## src/rtl/fetch_prefetch_if.sv

```systemverilog
// Memory-controller read channel of the prefetching fetch stage.
// The fetch stage is the master; the memory controller is the slave.
interface fetch_prefetch_if #(
   parameter int ADDR_W = 32,
   parameter int DATA_W = 32
);
   logic              if_mc_en;
   logic [ADDR_W-1:0] if_mc_addr;
   logic [DATA_W-1:0] mc_if_data;
   logic              mc_if_ready;

   modport master (
      output if_mc_en,
      output if_mc_addr,
      input  mc_if_data,
      input  mc_if_ready
   );

   modport slave (
      input  if_mc_en,
      input  if_mc_addr,
      output mc_if_data,
      output mc_if_ready
   );
endinterface

```

## src/rtl/fetch_prefetch.sv

```systemverilog
// Prefetching instruction fetch: one outstanding read at a time, a DEPTH-entry
// FIFO of {instruction, next PC}, and redirect with squash of an in-flight read.
module fetch_prefetch #(
   parameter int                ADDR_W     = 32,
   parameter int                DATA_W     = 32,
   parameter int                DEPTH      = 4,
   parameter int                PC_INC     = 4,
   parameter logic [ADDR_W-1:0] RESET_PC   = '0,
   parameter logic [ADDR_W-1:0] EXC_VECTOR = 'h80
) (
   input  logic              clock,
   input  logic              reset,
   input  logic              ex_if_stall,
   input  logic              id_if_selpcsource,
   input  logic [1:0]        id_if_selpctype,
   input  logic [ADDR_W-1:0] id_if_pcimd2ext,
   input  logic [ADDR_W-1:0] id_if_rega,
   input  logic [ADDR_W-1:0] id_if_pcindex,
   output logic              if_id_valid,
   output logic [DATA_W-1:0] if_id_instruc,
   output logic [ADDR_W-1:0] if_id_nextpc,
   fetch_prefetch_if.master  mem
);

   localparam int                PTR_W   = (DEPTH > 1) ? $clog2(DEPTH) : 1;
   localparam logic [PTR_W:0]    DEPTH_C = (PTR_W + 1)'(DEPTH);
   localparam logic [ADDR_W-1:0] PC_STEP = ADDR_W'(PC_INC);

   typedef enum logic {
      ST_RUN,
      ST_SQUASH
   } state_t;

   state_t            r_state;
   state_t            w_state_next;
   logic [ADDR_W-1:0] r_pc;
   logic [ADDR_W-1:0] w_pc_next;
   logic              r_req;
   logic              w_req_next;
   logic [ADDR_W-1:0] r_addr;
   logic [ADDR_W-1:0] w_addr_next;

   logic [DATA_W-1:0] r_fifo_data [DEPTH];
   logic [ADDR_W-1:0] r_fifo_npc  [DEPTH];
   logic [PTR_W-1:0]  r_wptr;
   logic [PTR_W-1:0]  r_rptr;
   logic [PTR_W:0]    r_count;

   logic              w_valid;
   logic              w_push;
   logic              w_pop;
   logic              w_flush;
   logic              w_done;
   logic [ADDR_W-1:0] w_seq_pc;
   logic [ADDR_W-1:0] w_target;

   assign w_done   = r_req & mem.mc_if_ready;
   assign w_seq_pc = r_addr + PC_STEP;
   assign w_valid  = (r_count != '0);
   assign w_pop    = w_valid & ~ex_if_stall;

   always_comb begin
      w_target = EXC_VECTOR;
      case (id_if_selpctype)
         2'b00:   w_target = id_if_pcimd2ext;
         2'b01:   w_target = id_if_rega;
         2'b10:   w_target = id_if_pcindex;
         default: w_target = EXC_VECTOR;
      endcase
   end

   always_comb begin
      w_state_next = r_state;
      w_pc_next    = r_pc;
      w_req_next   = r_req;
      w_addr_next  = r_addr;
      w_push       = 1'b0;
      w_flush      = 1'b0;
      case (r_state)
         ST_RUN: begin
            if (id_if_selpcsource) begin
               w_flush   = 1'b1;
               w_pc_next = w_target;
               if (r_req && !mem.mc_if_ready) begin
                  // Address must stay stable until the controller answers.
                  w_state_next = ST_SQUASH;
               end else begin
                  w_req_next  = 1'b1;
                  w_addr_next = w_target;
               end
            end else if (w_done) begin
               w_push     = 1'b1;
               w_pc_next  = w_seq_pc;
               w_req_next = 1'b0;
            end else if (!r_req && (r_count < DEPTH_C)) begin
               w_req_next  = 1'b1;
               w_addr_next = r_pc;
            end
         end
         ST_SQUASH: begin
            if (id_if_selpcsource) begin
               w_flush   = 1'b1;
               w_pc_next = w_target;
            end
            if (mem.mc_if_ready) begin
               w_state_next = ST_RUN;
               w_req_next   = 1'b1;
               w_addr_next  = id_if_selpcsource ? w_target : r_pc;
            end
         end
         default: begin
            w_state_next = ST_RUN;
         end
      endcase
   end

   always_ff @(posedge clock) begin
      if (reset) begin
         r_state <= ST_RUN;
         r_pc    <= RESET_PC;
         r_req   <= 1'b0;
         r_addr  <= '0;
      end else begin
         r_state <= w_state_next;
         r_pc    <= w_pc_next;
         r_req   <= w_req_next;
         r_addr  <= w_addr_next;
      end
   end

   always_ff @(posedge clock) begin
      if (w_push) begin
         r_fifo_data[r_wptr] <= mem.mc_if_data;
         r_fifo_npc[r_wptr]  <= w_seq_pc;
      end
   end

   always_ff @(posedge clock) begin
      if (reset || w_flush) begin
         r_wptr  <= '0;
         r_rptr  <= '0;
         r_count <= '0;
      end else begin
         if (w_push) begin
            r_wptr <= r_wptr + 1'b1;
         end
         if (w_pop) begin
            r_rptr <= r_rptr + 1'b1;
         end
         case ({w_push, w_pop})
            2'b10:   r_count <= r_count + 1'b1;
            2'b01:   r_count <= r_count - 1'b1;
            default: r_count <= r_count;
         endcase
      end
   end

   assign if_id_valid   = w_valid;
   assign if_id_instruc = w_valid ? r_fifo_data[r_rptr] : '0;
   assign if_id_nextpc  = w_valid ? r_fifo_npc[r_rptr] : '0;
   assign mem.if_mc_en   = r_req;
   assign mem.if_mc_addr = r_addr;

endmodule

```

## src/flat_wrapper.sv

```systemverilog
// flat-port wrapper written by rule: the top's interface ports become plain ports
module fetch_prefetch_flat 
#(
   parameter int                ADDR_W     = 32,
   parameter int                DATA_W     = 32,
   parameter int                DEPTH      = 4,
   parameter int                PC_INC     = 4,
   parameter logic [ADDR_W-1:0] RESET_PC   = '0,
   parameter logic [ADDR_W-1:0] EXC_VECTOR = 'h80
)
  (clock, reset, ex_if_stall, id_if_selpcsource, id_if_selpctype, id_if_pcimd2ext, id_if_rega, id_if_pcindex, if_id_valid, if_id_instruc, if_id_nextpc, mem_if_mc_en, mem_if_mc_addr, mem_mc_if_data, mem_mc_if_ready);
  fetch_prefetch_if #(.ADDR_W(ADDR_W), .DATA_W(DATA_W)) mem_i ();
  input  logic clock;
  input  logic reset;
  input  logic ex_if_stall;
  input  logic id_if_selpcsource;
  input  logic [1:0] id_if_selpctype;
  input  logic [ADDR_W-1:0] id_if_pcimd2ext;
  input  logic [ADDR_W-1:0] id_if_rega;
  input  logic [ADDR_W-1:0] id_if_pcindex;
  output logic if_id_valid;
  output logic [DATA_W-1:0] if_id_instruc;
  output logic [ADDR_W-1:0] if_id_nextpc;
  output wire logic [$bits(mem_i.if_mc_en)-1:0] mem_if_mc_en;
  output wire logic [$bits(mem_i.if_mc_addr)-1:0] mem_if_mc_addr;
  input wire logic [$bits(mem_i.mc_if_data)-1:0] mem_mc_if_data;
  input wire logic [$bits(mem_i.mc_if_ready)-1:0] mem_mc_if_ready;
  assign mem_if_mc_en = mem_i.if_mc_en;
  assign mem_if_mc_addr = mem_i.if_mc_addr;
  assign mem_i.mc_if_data = mem_mc_if_data;
  assign mem_i.mc_if_ready = mem_mc_if_ready;
  fetch_prefetch #(.ADDR_W(ADDR_W), .DATA_W(DATA_W), .DEPTH(DEPTH), .PC_INC(PC_INC), .RESET_PC(RESET_PC), .EXC_VECTOR(EXC_VECTOR)) u_core (.clock(clock), .reset(reset), .ex_if_stall(ex_if_stall), .id_if_selpcsource(id_if_selpcsource), .id_if_selpctype(id_if_selpctype), .id_if_pcimd2ext(id_if_pcimd2ext), .id_if_rega(id_if_rega), .id_if_pcindex(id_if_pcindex), .if_id_valid(if_id_valid), .if_id_instruc(if_id_instruc), .if_id_nextpc(if_id_nextpc), .mem(mem_i));
endmodule
```

## config.mk

```make
export PLATFORM = sky130hd
export DESIGN_NAME = fetch_prefetch_flat
export DESIGN_NICKNAME = d
export VERILOG_FILES = /design/src/rtl/fetch_prefetch_if.sv /design/src/rtl/fetch_prefetch.sv /design/src/flat_wrapper.sv
export SDC_FILE = /design/constraint.sdc
export NUM_CORES = 1
export LEC_CHECK = 0
export BUFFER_PORTS_ARGS = -buffer_cell sky130_fd_sc_hd__buf_4
export CAP_MARGIN = 40
export CORE_ASPECT_RATIO = 2
export CORE_MARGIN = 2
export CORE_UTILIZATION = 57
export DETAILED_ROUTE_END_ITERATION = 6
export GPL_TIMING_DRIVEN = 1
export PLACE_DENSITY = 0.78
export SKIP_LAST_GASP = 1
export SLEW_MARGIN = 40
export SYNTH_ARGS = -nofsm -noshare
export SYNTH_HDL_FRONTEND = slang
export SYNTH_SLANG_ARGS = --single-unit
export TNS_END_PERCENT = 100
```

## constraint.sdc

```tcl
create_clock -name clock -period 3.45 [get_ports clock]
set_input_delay 0.345 -clock clock [delete_from_list [all_inputs] [get_ports clock]]
set_output_delay 0.345 -clock clock [all_outputs]
set_load 0.005 [all_outputs]
```

### Word level (Yosys, flattened, before mapping)

Memories as Yosys holds them, arrays and structs flattened. A register that Yosys moved wholly into a read port is not among the register bits.
Index checks and enable logic that the tools add are counted.

* add/sub/neg operators: 5
* magnitude comparators: 1
* equal/unequal tests: 10
* multiplexer cells: 34
* bitwise operators: 4
* reductions and logical operators: 10

Operators with widths (count)
* 32-bit two-way mux: 10
* 32-bit case mux with 2 select lines: 2
* 32-bit case mux with 3 select lines: 1
* 32-bit by 3-bit adder with 32-bit output, second input constant: 1
* 1-bit two-way mux: 14
* 2-bit two-way mux: 4
* 3-bit by 2-bit inequality test with 1-bit output, second input constant: 2
* 3-bit inequality test, second input constant: 2
* 3-bit case mux with 2 select lines: 1
* 2-bit by 1-bit adder with 2-bit output, second input constant: 2
* 2-bit by 1-bit == test with 1-bit output, second input constant: 2
* 2-bit == test, second input constant: 2
* 4-bit by 2-bit inequality test with 1-bit output, second input constant: 1
* 1-bit case mux with 2 select lines: 2
* 4-bit AND reduction: 1
* 3-bit by 1-bit adder with 3-bit output, second input constant: 1
* 3-bit less-than comparator, second input constant: 1
* 3-bit AND reduction: 1
* 3-bit nonzero test: 1
* 3-bit by 1-bit subtractor with 3-bit output, second input constant: 1
* 1-bit bitwise AND: 2
* 1-bit logical AND: 2
* 1-bit zero test: 2
* 2-bit zero test: 1
* other kinds (4): 5

* flip-flop bits (word level): 73
* bits in writable memories: 256
* bits of input ports: 135
* output and inout port bits: 98
* logic and storage cells: 73
* memories kept: 2

Memory list
* u_core.r_fifo_data: depth 4, bits a word 32, read ports 1, clocked after memory_dff 1, wr ports 1, RTL line fetch_prefetch.sv:43 `logic [DATA_W-1:0] r_fifo_data [DEPTH];`
* u_core.r_fifo_npc: depth 4, bits a word 32, read ports 1, clocked after memory_dff 1, wr ports 1, RTL line fetch_prefetch.sv:44 `logic [ADDR_W-1:0] r_fifo_npc [DEPTH];`

### Longest topological paths before layout

Gate-level depths: netlist (run 1).

* word-level depth: 6
* gate-level depth with buffers: 11

### Least setup slack after synthesis (run 1)

Ideal clock, no wire load.

* path type: input port to flip-flop
* start: input id_if_selpcsource
* end: memory u_core.r_fifo_data[0][0], enable pin
* setup time: 0.429 ns
* arrival: 2.643 ns
* path slack: 0.378 ns
* cell stages on the path: 4
* cells stage by stage: buf_2 -> nor2_1 -> clkbuf_1 -> and3_1

* word-level cells in the longest chain between the ends: 4

RTL lines
* start: declaration: RTL line flat_wrapper.sv:16 `input logic id_if_selpcsource;`
* 1-bit two-way mux: RTL line fetch_prefetch.sv:81 `if (id_if_selpcsource) begin`
* 1-bit two-way mux: RTL line fetch_prefetch.sv:79 `case (r_state)`
* 1-bit two-way mux: RTL line fetch_prefetch.sv:132 `if (w_push) begin`
* 1-bit two-way mux (implied by the code): RTL line fetch_prefetch.sv:133 `r_fifo_data[r_wptr] <= mem.mc_if_data;`
* end: declaration: RTL line fetch_prefetch.sv:43

Every way passes these cells.

==> impl_metrics.json, run 1 <==
{
  "seqCellArea_mm2": 0.009194,
  "ys_ff_latch": 331,
  "cap_violations": 0,
  "finalSetupTns_ps": 0,
  "required_ps": 3110,
  "outcome": "complete, no violations",
  "synth_top_family_by_area": "multiplexers",
  "clock-skew-final_ps": 9.502,
  "hold_viol": 0,
  "num_rows": 82,
  "drt-total-wl_mm": 32.68,
  "grt_max_degree": 66,
  "power-per-cell-area_mw_per_mm2": 467.3,
  "grt_usage_pct": 24.70,
  "yosysWarnings": 0,
  "hpwl_mm": 21.68,
  "post-cts-setup-buffers": 0,
  "tightest_slew_ps": 620.9,
  "grt-ovfl-total": 0,
  "period_needed_ps": 2826,
  "finalCritPeriodShare_pct": 81.91,
  "place_congestion": 0.9119,
  "routedWlPerCell_um": 20.38,
  "irDropWorstVdd_v": 0.0003150,
  "relSlewSlack_pct": 58.45,
  "pin_count": 233,
  "cts_buffer_depth": 3,
  "drt-initial-drc-count": 677,
  "post_route_cells_drive_above_1_share_pct": 31.70,
  "n_fill_cell": 1691,
  "drc_errors": 0,
  "die_h_um": 228.5,
  "synthesis.area_mm2": 0.01437,
  "ant_nets": 0,
  "slew_viol_final": 0,
  "root_buffer": "clkbuf_16",
  "antenna_cells": 0,
  "p_leak_uw": 0.006415,
  "synth.distinct_cells": 61,
  "r2r_slack_ps": 810,
  "syn-instance-count": 995,
  "synthFlopType": "edfxtp_1",
  "finish.utilization_pct": 71.15,
  "h-tree-depth": 1,
  "worst-setup-path-type": "reg -> out",
  "hold_buffers": 30,
  "yosys.area_share.xor_xnor_pct": 1.829,
  "fmax_mhz": 353.9,
  "grt_pass1_vias": 9694,
  "ctsResizeCount": 0,
  "synth.area.mux_share_pct": 12.68,
  "multi_input_area_mm2": 0.004877,
  "grt_antenna_before_repair": 0,
  "cts_tree": "done",
  "cts.sinks": 331,
  "synth_compound_area_share_pct": 8.142,
  "num_vias": 9376,
  "cts-buffers-inserted": 27,
  "start_util_pct": 57.63,
  "dr.pass1.iters": 5,
  "end_kind": "output port",
  "grt_pass1_wl_mm": 50.78,
  "port_buffers": 232,
  "viasPerCell": 5.845,
  "area_delta_synth_final_pct": 23.46,
  "cp-start-kind": "flop",
  "fp.dieW_um": 116.3,
  "nets": 1390,
  "coreArea_mm2": 0.02493,
  "rsz0062_at_grt": "no",
  "asyncSetResetFlopFracSynth_pct": 0,
  "die-area_mm2": 0.02657,
  "yosysSeqAreaShare_pct": 63.95,
  "yosys.area_share.adder_pct": 0.6618,
  "synth_nets": 1137,
  "clock_latency_ps": 540,
  "synth-edff-count": 256,
  "yosys.area_share.simple_pct": 10.47,
  "worstPathArrival_ps": 2480,
  "crit_fanout": 29,
  "clk_pin_slew_worst_paths_ps": 70,
  "hold_class": "in -> reg",
  "setup_viol": 0,
  "syn_area_per_cell_um2": 14.44
}
[state kept, by name, summed over array words and instances, names as in the netlist, named ones only]
register and cells:
u_core.mem.if_mc_addr 32, u_core.mem.if_mc_en 1, u_core.r_count 3, u_core.r_fifo_data 128, u_core.r_fifo_npc 128, u_core.r_pc 32, u_core.r_rptr 2, u_core.r_state 1
u_core.r_wptr 2
[stage by stage]
stage                     instances  area, um2  worst slack, ps  hold WS (ps)  total power (uW)
after floorplan                 995      14370            378.1         424.3              4865
after global placement         1524      16520            897.7         438.0              5171
after detailed placement       1524      16520            755.1         447.9              5191
after CTS                      1603      17730            533.8        0.8137              8337
after global routing           1604      17740            449.3         4.715              8536
final                          1604      17740            624.0         20.05              8289
[logic make-up after synthesis]
group                    count (synthesis)
AO/OA/AOI/OAI                          182
adder cells (fa/ha/maj)                  7
XOR/XNOR                                30
AND/OR/NAND/NOR                        266
flip-flops                             331
buffers and inverters                   77
multiplexers                           102
[metal layers]
layer / up-vias / track usage, % / wire [um]
li1: 4315 / - / -
met1: 4581 / 28.92 / 11980
met2: 387 / 44.10 / 17300
met3: 93 / 2.546 / 1797
met4: 0 / 12.31 / 1600
met5: - / 0 / 0
[cells in the mapped netlist (all sizes together), types with 10 or more instances]
library cell | n | share of area [%]
or2 | 17 | 0.74
mux4 | 64 | 10
o2bb2ai | 15 | 0.91
and3 | 10 | 0.44
nand4 | 10 | 0.79
nor2 | 34 | 0.94
xnor2 | 20 | 1.2
o21a | 10 | 0.52
mux2i | 38 | 2.6
o21ai | 29 | 1.0
dfxtp | 75 | 10
clkbuf | 32 | 0.84
buf | 30 | 1.0
xor2 | 10 | 0.61
and2 | 66 | 2.9
a21oi | 55 | 1.9
o22ai | 27 | 1.2
edfxtp | 256 | 54
inv | 14 | 0.37
nand3 | 13 | 0.54
nand2 | 80 | 2.1
[report_power, final]
group          total [uW]  internal [uW]  leakage, uW  switching [uW]
registers            4470           4380      0.00295            87.5
logic                 670            333      0.00304             337
clock network        3150           1770     0.000431            1380
total                8290           6480      0.00642            1810
[layout by cell type, fill, tap and decap left out, types with 27 or more instances in the layout]
cell type      instances
and2_1                66
nand2_1               80
buf_4                250
dfxtp_1               73
dlygate4sd3_1         30
a21oi_1               55
nor2_1                33
o21ai_0               28
mux4_2                64
edfxtp_1             256
clkbuf_16             27
o22ai_1               27
mux2i_1               38
[cell type report]
cell class,instances,share of cell area (%)
multi-input combinational,587,27.49
timing repair buffer,286,12.88
inverter,15,0.3174
tap,336,2.370
sequential,331,51.83
clock inverter,18,1.164
clock buffer,31,3.950
[worst paths after layout]
kind | cells after the start | endpoint | start
max | 4 | if_id_nextpc[27] | flop
min | 1 | u_core.r_fifo_data[1][26] | mem_mc_if_data[26]
max reg2reg | 10 | u_core.r_count[2] | u_core.r_state
min reg2reg | 2 | u_core.r_pc[4] | u_core.r_pc[4]
[critical path: stages, from the launching register on]
cell	delay, ps
dfxtp_4	730
buf_4	330
mux4_2	510
and2_1	200
buf_4	140
Power figures use the tool's default switching activity.
==> run 2, diff against run 1 <==
Settings changed: ABC_AREA set to 1.
Clock period 3.45 ns to 2.6 ns, I/O delays scaled along.
==> run 2 against run 1 <==
Power up 36%; highest routed layer unchanged; largest cell class unchanged; critical path type unchanged; routed wire length up 16%; utilization up 0.83 points; largest power group unchanged; die area up 1.4%.
==> impl_metrics.json, run 2 <==
{
  "hold_class": "in -> reg",
  "die-area_mm2": 0.02695,
  "cts_buffer_depth": 3,
  "synthesis.area_mm2": 0.01458,
  "routedWlPerCell_um": 17.81,
  "drt-total-wl_mm": 37.91,
  "root_buffer": "clkbuf_16",
  "area_delta_synth_final_pct": 24.12,
  "cp-start-kind": "flop",
  "outcome": "complete, no violations",
  "p_leak_uw": 0.006858,
  "yosys.area.top_type_share_pct": 52.73,
  "cts.sinks": 331,
  "crit_fanout": 29,
  "required_ps": 2340,
  "total_power_uw": 11260,
  "grt-ovfl-total": 0,
  "drc_errors": 0,
  "ant_nets": 0,
  "tightest_slew_ps": 793.1,
  "fmax_mhz": 415.2,
  "die_h_um": 230.2,
  "rsz0062_at_grt": "no",
  "finish.utilization_pct": 71.98,
  "synthTopCellsByArea": "edfxtp_1, dfxtp_1, nor2_1",
  "yosysWarnings": 0,
  "grt_pass1_vias": 11780,
  "relSlewSlack_pct": 47.07,
  "pre_cts_ws_ps": 500.4,
  "drt-initial-drc-count": 744,
  "power-per-cell-area_mw_per_mm2": 622.3,
  "worstPathArrival_ps": 2150,
  "setup_viol": 0,
  "grt_usage_pct": 27.76,
  "yosys.area_share.simple_pct": 18.48,
  "yosys.area_share.xor_xnor_pct": 0.9012,
  "grt_antenna_before_repair": 0,
  "place_congestion": 0.9056,
  "cts_tree": "done",
  "synthFlopType": "edfxtp_1",
  "grt_pass1_wl_mm": 58.06,
  "clk_pin_slew_worst_paths_ps": 70,
  "final_common_cell": "nor2_1",
  "start_util_pct": 57.99,
  "nets": 1914,
  "syn_area_per_cell_um2": 9.528,
  "dr.pass1.iters": 4,
  "synth_top_family_by_area": "simple AND/OR/NAND/NOR gates",
  "n_fill_cell": 1836,
  "period_needed_ps": 2409,
  "synthTopCellsByCount": "nor2_1, nand2_1, edfxtp_1",
  "viasPerCell": 5.578,
  "slew_viol_final": 0,
  "hpwl_mm": 24.72,
  "finalCritPeriodShare_pct": 92.64,
  "worst_slack_ps": 191.5,
  "antenna_cells": 0,
  "final_cell_count_no_fill": 2128,
  "h-tree-depth": 1,
  "clock-skew-final_ps": 11.77,
  "num_rows": 82,
  "cap_violations": 0,
  "pin_count": 233,
  "postPlaceCellArea_mm2": 0.01682,
  "port_buffers": 232,
  "post_route_cells_drive_above_1_share_pct": 19.08,
  "num_vias": 11870,
  "end_kind": "output port",
  "coreArea_mm2": 0.02514,
  "synth_nets": 1672,
  "synth_compound_area_share_pct": 13.03,
  "yosysSeqAreaShare_pct": 63.03,
  "hold_viol": 0,
  "cts-buffers-inserted": 27,
  "ys_ff_latch": 331,
  "fp.dieW_um": 117.1,
  "synth.largest_area_cell": "edfxtp_1",
  "reg_top3": "u_core.r_fifo_data (128), u_core.r_fifo_npc (128)",
  "mostFrequentLayoutCells": "nor2_1, nand2_1, buf_4",
  "synth.distinct_cells": 33,
  "synth.area.mux_share_pct": 0,
  "syn-instance-count": 1530,
  "synth.most_common_cell": "nor2_1",
  "irDropWorstVdd_v": 0.0004700,
  "worst-setup-path-type": "reg -> out",
  "grt_max_degree": 66,
  "yosys.area_share.adder_pct": 0.6523,
  "synth-edff-count": 256,
  "asyncSetResetFlopFracSynth_pct": 0,
  "placed_cells": 2045,
  "stdcell_area_mm2": 0.01809,
  "post-cts-setup-buffers": 0,
  "clock_latency_ps": 540
}
## run 2: cell types whose count changed after synthesis, sizes merged, moves of 41 or more
cell / change
nand2: +184
a21oi: +60
and2: -61
nor2: +305
mux4: -64
o21ai: +195
nand3: +41
## run 2: kinds of logic after synthesis
| kind of cell | after synthesis |
|---|---|
| xor gates and xnor gates | 15 |
| buffers and inverters | 137 |
| and+or+nand+nor | 672 |
| AOI/OAI and AO/OA | 368 |
| adders and majority gates | 7 |
| DFF | 331 |
## run 2: worst paths after layout
kind	cells past startpoint	to	slack, ps	from
hold reg to reg	2	flop	460	u_core.r_rptr[1]
hold / removal	4	u_core.r_state	70	mem_mc_if_ready
setup / recovery	5	if_id_nextpc[8]	190	flop
setup reg to reg	7	u_core.mem.if_mc_addr[8]	440	u_core.r_state
## run 2: layout make-up
cell class | count | area [um2] | share of cell area [%]
tap | 336 | 420.4 | 2.323
clock buffer | 31 | 690.7 | 3.817
inverter | 46 | 176.4 | 0.9750
clock inverter | 18 | 207.7 | 1.148
sequential | 331 | 9194 | 50.81
multi-input combinational | 1062 | 4866 | 26.89
timing repair buffer | 304 | 2539 | 14.03
## run 2: power breakdown
group          internal [uW]  total (uW)  leakage [uW]  switching, uW
sequential              5870        6000       0.00294            133
combinational            490        1110       0.00350            618
clock                   2320        4150      0.000424           1830
total                   8680       11300       0.00686           2580
## run 2: critical path, stage by stage (launching register included)
cell and delay (ps):
dfxtp_4 390, inv_4 270, buf_4 240, o21ai_0 100, a21oi_1 400, buf_4 190
## run 2: per-stage QoR
stage               TNS (ps)  hold slack, ps
global placement           0           443.1
floorplan            -120730           329.1
finish                     0           65.34
detailed placement         0           446.5
global route               0           76.58
CTS                        0           48.67
## run 2: layer usage
metal / GRT usage, % / vias to the layer above / share of wire [%]
li1: - / 5712 / -
met1: 29.69 / 5595 / 35
met2: 52.44 / 474 / 55
met3: 2.768 / 90 / 5.1
met4: 13.64 / 0 / 4.4
met5: 0 / - / 0
## run 2: timing repair
item	4_1_cts	5_1_grt
gates resized for setup	1	2
cloned	1	0
endpoints found under the hold margin	130	0
endpoints found under the setup margin	1	8
hold buffers	33	0
==> run 3, diff against run 2 <==
Settings changed: CORE_ASPECT_RATIO 2 to 0.7, CTS_BUF_LIST set to sky130_fd_sc_hd__clkbuf_16.
==> run 3 against run 2 <==
Sequential power about the same; sequential share of layout area increased by 0.51 points; critical path depth unchanged; largest cell class unchanged.
==> impl_metrics.json, run 3 (synthesis results as in run 2) <==
{
  "grt_max_degree": 77,
  "end_kind": "output port",
  "worstPathArrival_ps": 2190,
  "total_power_uw": 11200,
  "h-tree-depth": 1,
  "cpMostUsedCell": "buf_4",
  "grt_pass1_vias": 10940,
  "root_buffer": "clkbuf_16",
  "cts_buffer_depth": 3,
  "period_needed_ps": 2447,
  "r2r_slack_ps": 400,
  "start_util_pct": 58.63,
  "hpwl_mm": 23.35,
  "viasPerCell": 5.605,
  "grt_usage_pct": 27.19,
  "crit_fanout": 40,
  "drt-total-wl_mm": 36.83,
  "n_fill_cell": 1811,
  "nets": 1908,
  "finalSetupTns_ps": 0,
  "slowest_delay_ps": 420,
  "finalCritPeriodShare_pct": 94.10,
  "cts_tree": "done",
  "p_leak_uw": 0.006824,
  "num_vias": 11840,
  "cts.sinks": 331,
  "fp.dieW_um": 195.1,
  "grt_antenna_before_repair": 0,
  "worst-setup-path-type": "reg -> out",
  "clk_pin_slew_worst_paths_ps": 70,
  "final_common_cell": "nor2_1",
  "cts-buffers-inserted": 29,
  "num_rows": 48,
  "grt_pass1_wl_mm": 57.77,
  "required_ps": 2340,
  "area_delta_synth_final_pct": 22.88,
  "cp-start-kind": "flop",
  "routedWlPerCell_um": 17.44,
  "antenna_cells": 0,
  "grt-ovfl-total": 0,
  "drc_errors": 0,
  "pin_count": 233,
  "cpMaxStageDelayCell": "buf_4",
  "fmax_mhz": 408.7,
  "path_cells": "inv_4 -> buf_4 -> o21ai_0 -> a21oi_1 -> buf_4",
  "cap_violations": 0,
  "port_buffers": 232,
  "outcome": "complete, no violations",
  "clock-skew-final_ps": 14.93,
  "reg_top3": "u_core.r_fifo_data (128), u_core.r_fifo_npc (128)",
  "hold_class": "in -> reg",
  "dr.pass1.iters": 6,
  "finish.utilization_pct": 72.05,
  "drt-initial-drc-count": 1243,
  "setup_viol": 0,
  "ant_nets": 0,
  "relSlewSlack_pct": 47.12,
  "hold_viol": 0,
  "rsz0062_at_grt": "no",
  "tightest_slew_ps": 792.3,
  "clock_latency_ps": 540,
  "die-area_mm2": 0.02689,
  "post_route_cells_drive_above_1_share_pct": 18.75,
  "slew_viol_final": 0,
  "coreArea_mm2": 0.02486,
  "power-per-cell-area_mw_per_mm2": 625.3,
  "place_congestion": 0.8856,
  "irDropWorstVdd_v": 0.0005773,
  "die_h_um": 137.8,
  "mostFrequentLayoutCells": "nor2_1, nand2_1, buf_4"
}
[run 3: cell count changes in the layout (fill, tap and decap cells not counted), sizes merged]
cell      before  now
buf          270  263
clkinv        11   12
bufinv         4    1
bufbuf         1    0
clkinvlp       5    2
inv           44   52
[run 3: power breakdown]
| part | total [uW] | switching (uW) | internal, uW | leakage, uW |
|---|---|---|---|---|
| logic | 1100 | 619 | 479 | 0.00342 |
| registers | 6010 | 136 | 5870 | 0.00294 |
| clock network | 4090 | 1860 | 2240 | 0.000464 |
[run 3: metal layers]
layer  track usage, %  up-vias  part of all wire [%]  routed length, um
met4            6.913        0                   1.9                690
met1            40.10     5594                    45              16410
met5                0        -                     0                  0
met2            43.00      485                    45              16740
li1                 -     5706                     -                  -
met3            3.770       53                   8.1               2988
[run 3: cell type report]
type | instances | area, um2 | area share [%]
Clock buffer | 31 | 775.7 | 4.331
Clock inverter | 21 | 120.1 | 0.6705
Inverter | 46 | 175.2 | 0.9779
Multi-Input combinational cell | 1062 | 4862 | 27.14
Sequential cell | 331 | 9194 | 51.32
Tap cell | 325 | 406.6 | 2.270
Timing Repair Buffer | 296 | 2380 | 13.28
[run 3: worst paths after layout]
kind                                       start                 to  cells past startpoint
worst max-delay path                        flop   if_id_instruc[7]                      5
worst min-delay path             mem_mc_if_ready     u_core.r_state                      4
worst max register to register    u_core.r_state  u_core.r_count[2]                     12
worst min register to register  u_core.r_rptr[1]               flop                      2
[run 3: worst max-delay path: cells and delay by family (launching register included)]
kind            cells  cell delay [ps]
buf+inv             3              830
flops               1              370
compound gates      2              410
[run 3: what timing repair did]
action                                  4_1_cts  5_1_grt
gates resized for setup                       0        1
hold buffers                                 33        0
endpoints found under the hold margin       130        0
setup buffers                                 0        0
endpoints found under the setup margin        0        8
[run 3: through the flow]
| stage | std cells | worst slack, ps | hold slack, ps | area [um2] |
|---|---|---|---|---|
| 6_report | 2112 | 153.4 | 48.77 | 17910 |
| 5_1_grt | 2112 | 60.26 | 56.48 | 17910 |
| 4_1_cts | 2112 | 82.90 | 26.45 | 17910 |
| 3_5_place_dp | 2027 | 473.9 | 451.8 | 16690 |
| 3_3_place_gp | 2027 | 527.4 | 440.7 | 16690 |
| 2_1_floorplan | 1530 | -471.6 | 329.1 | 14590 |
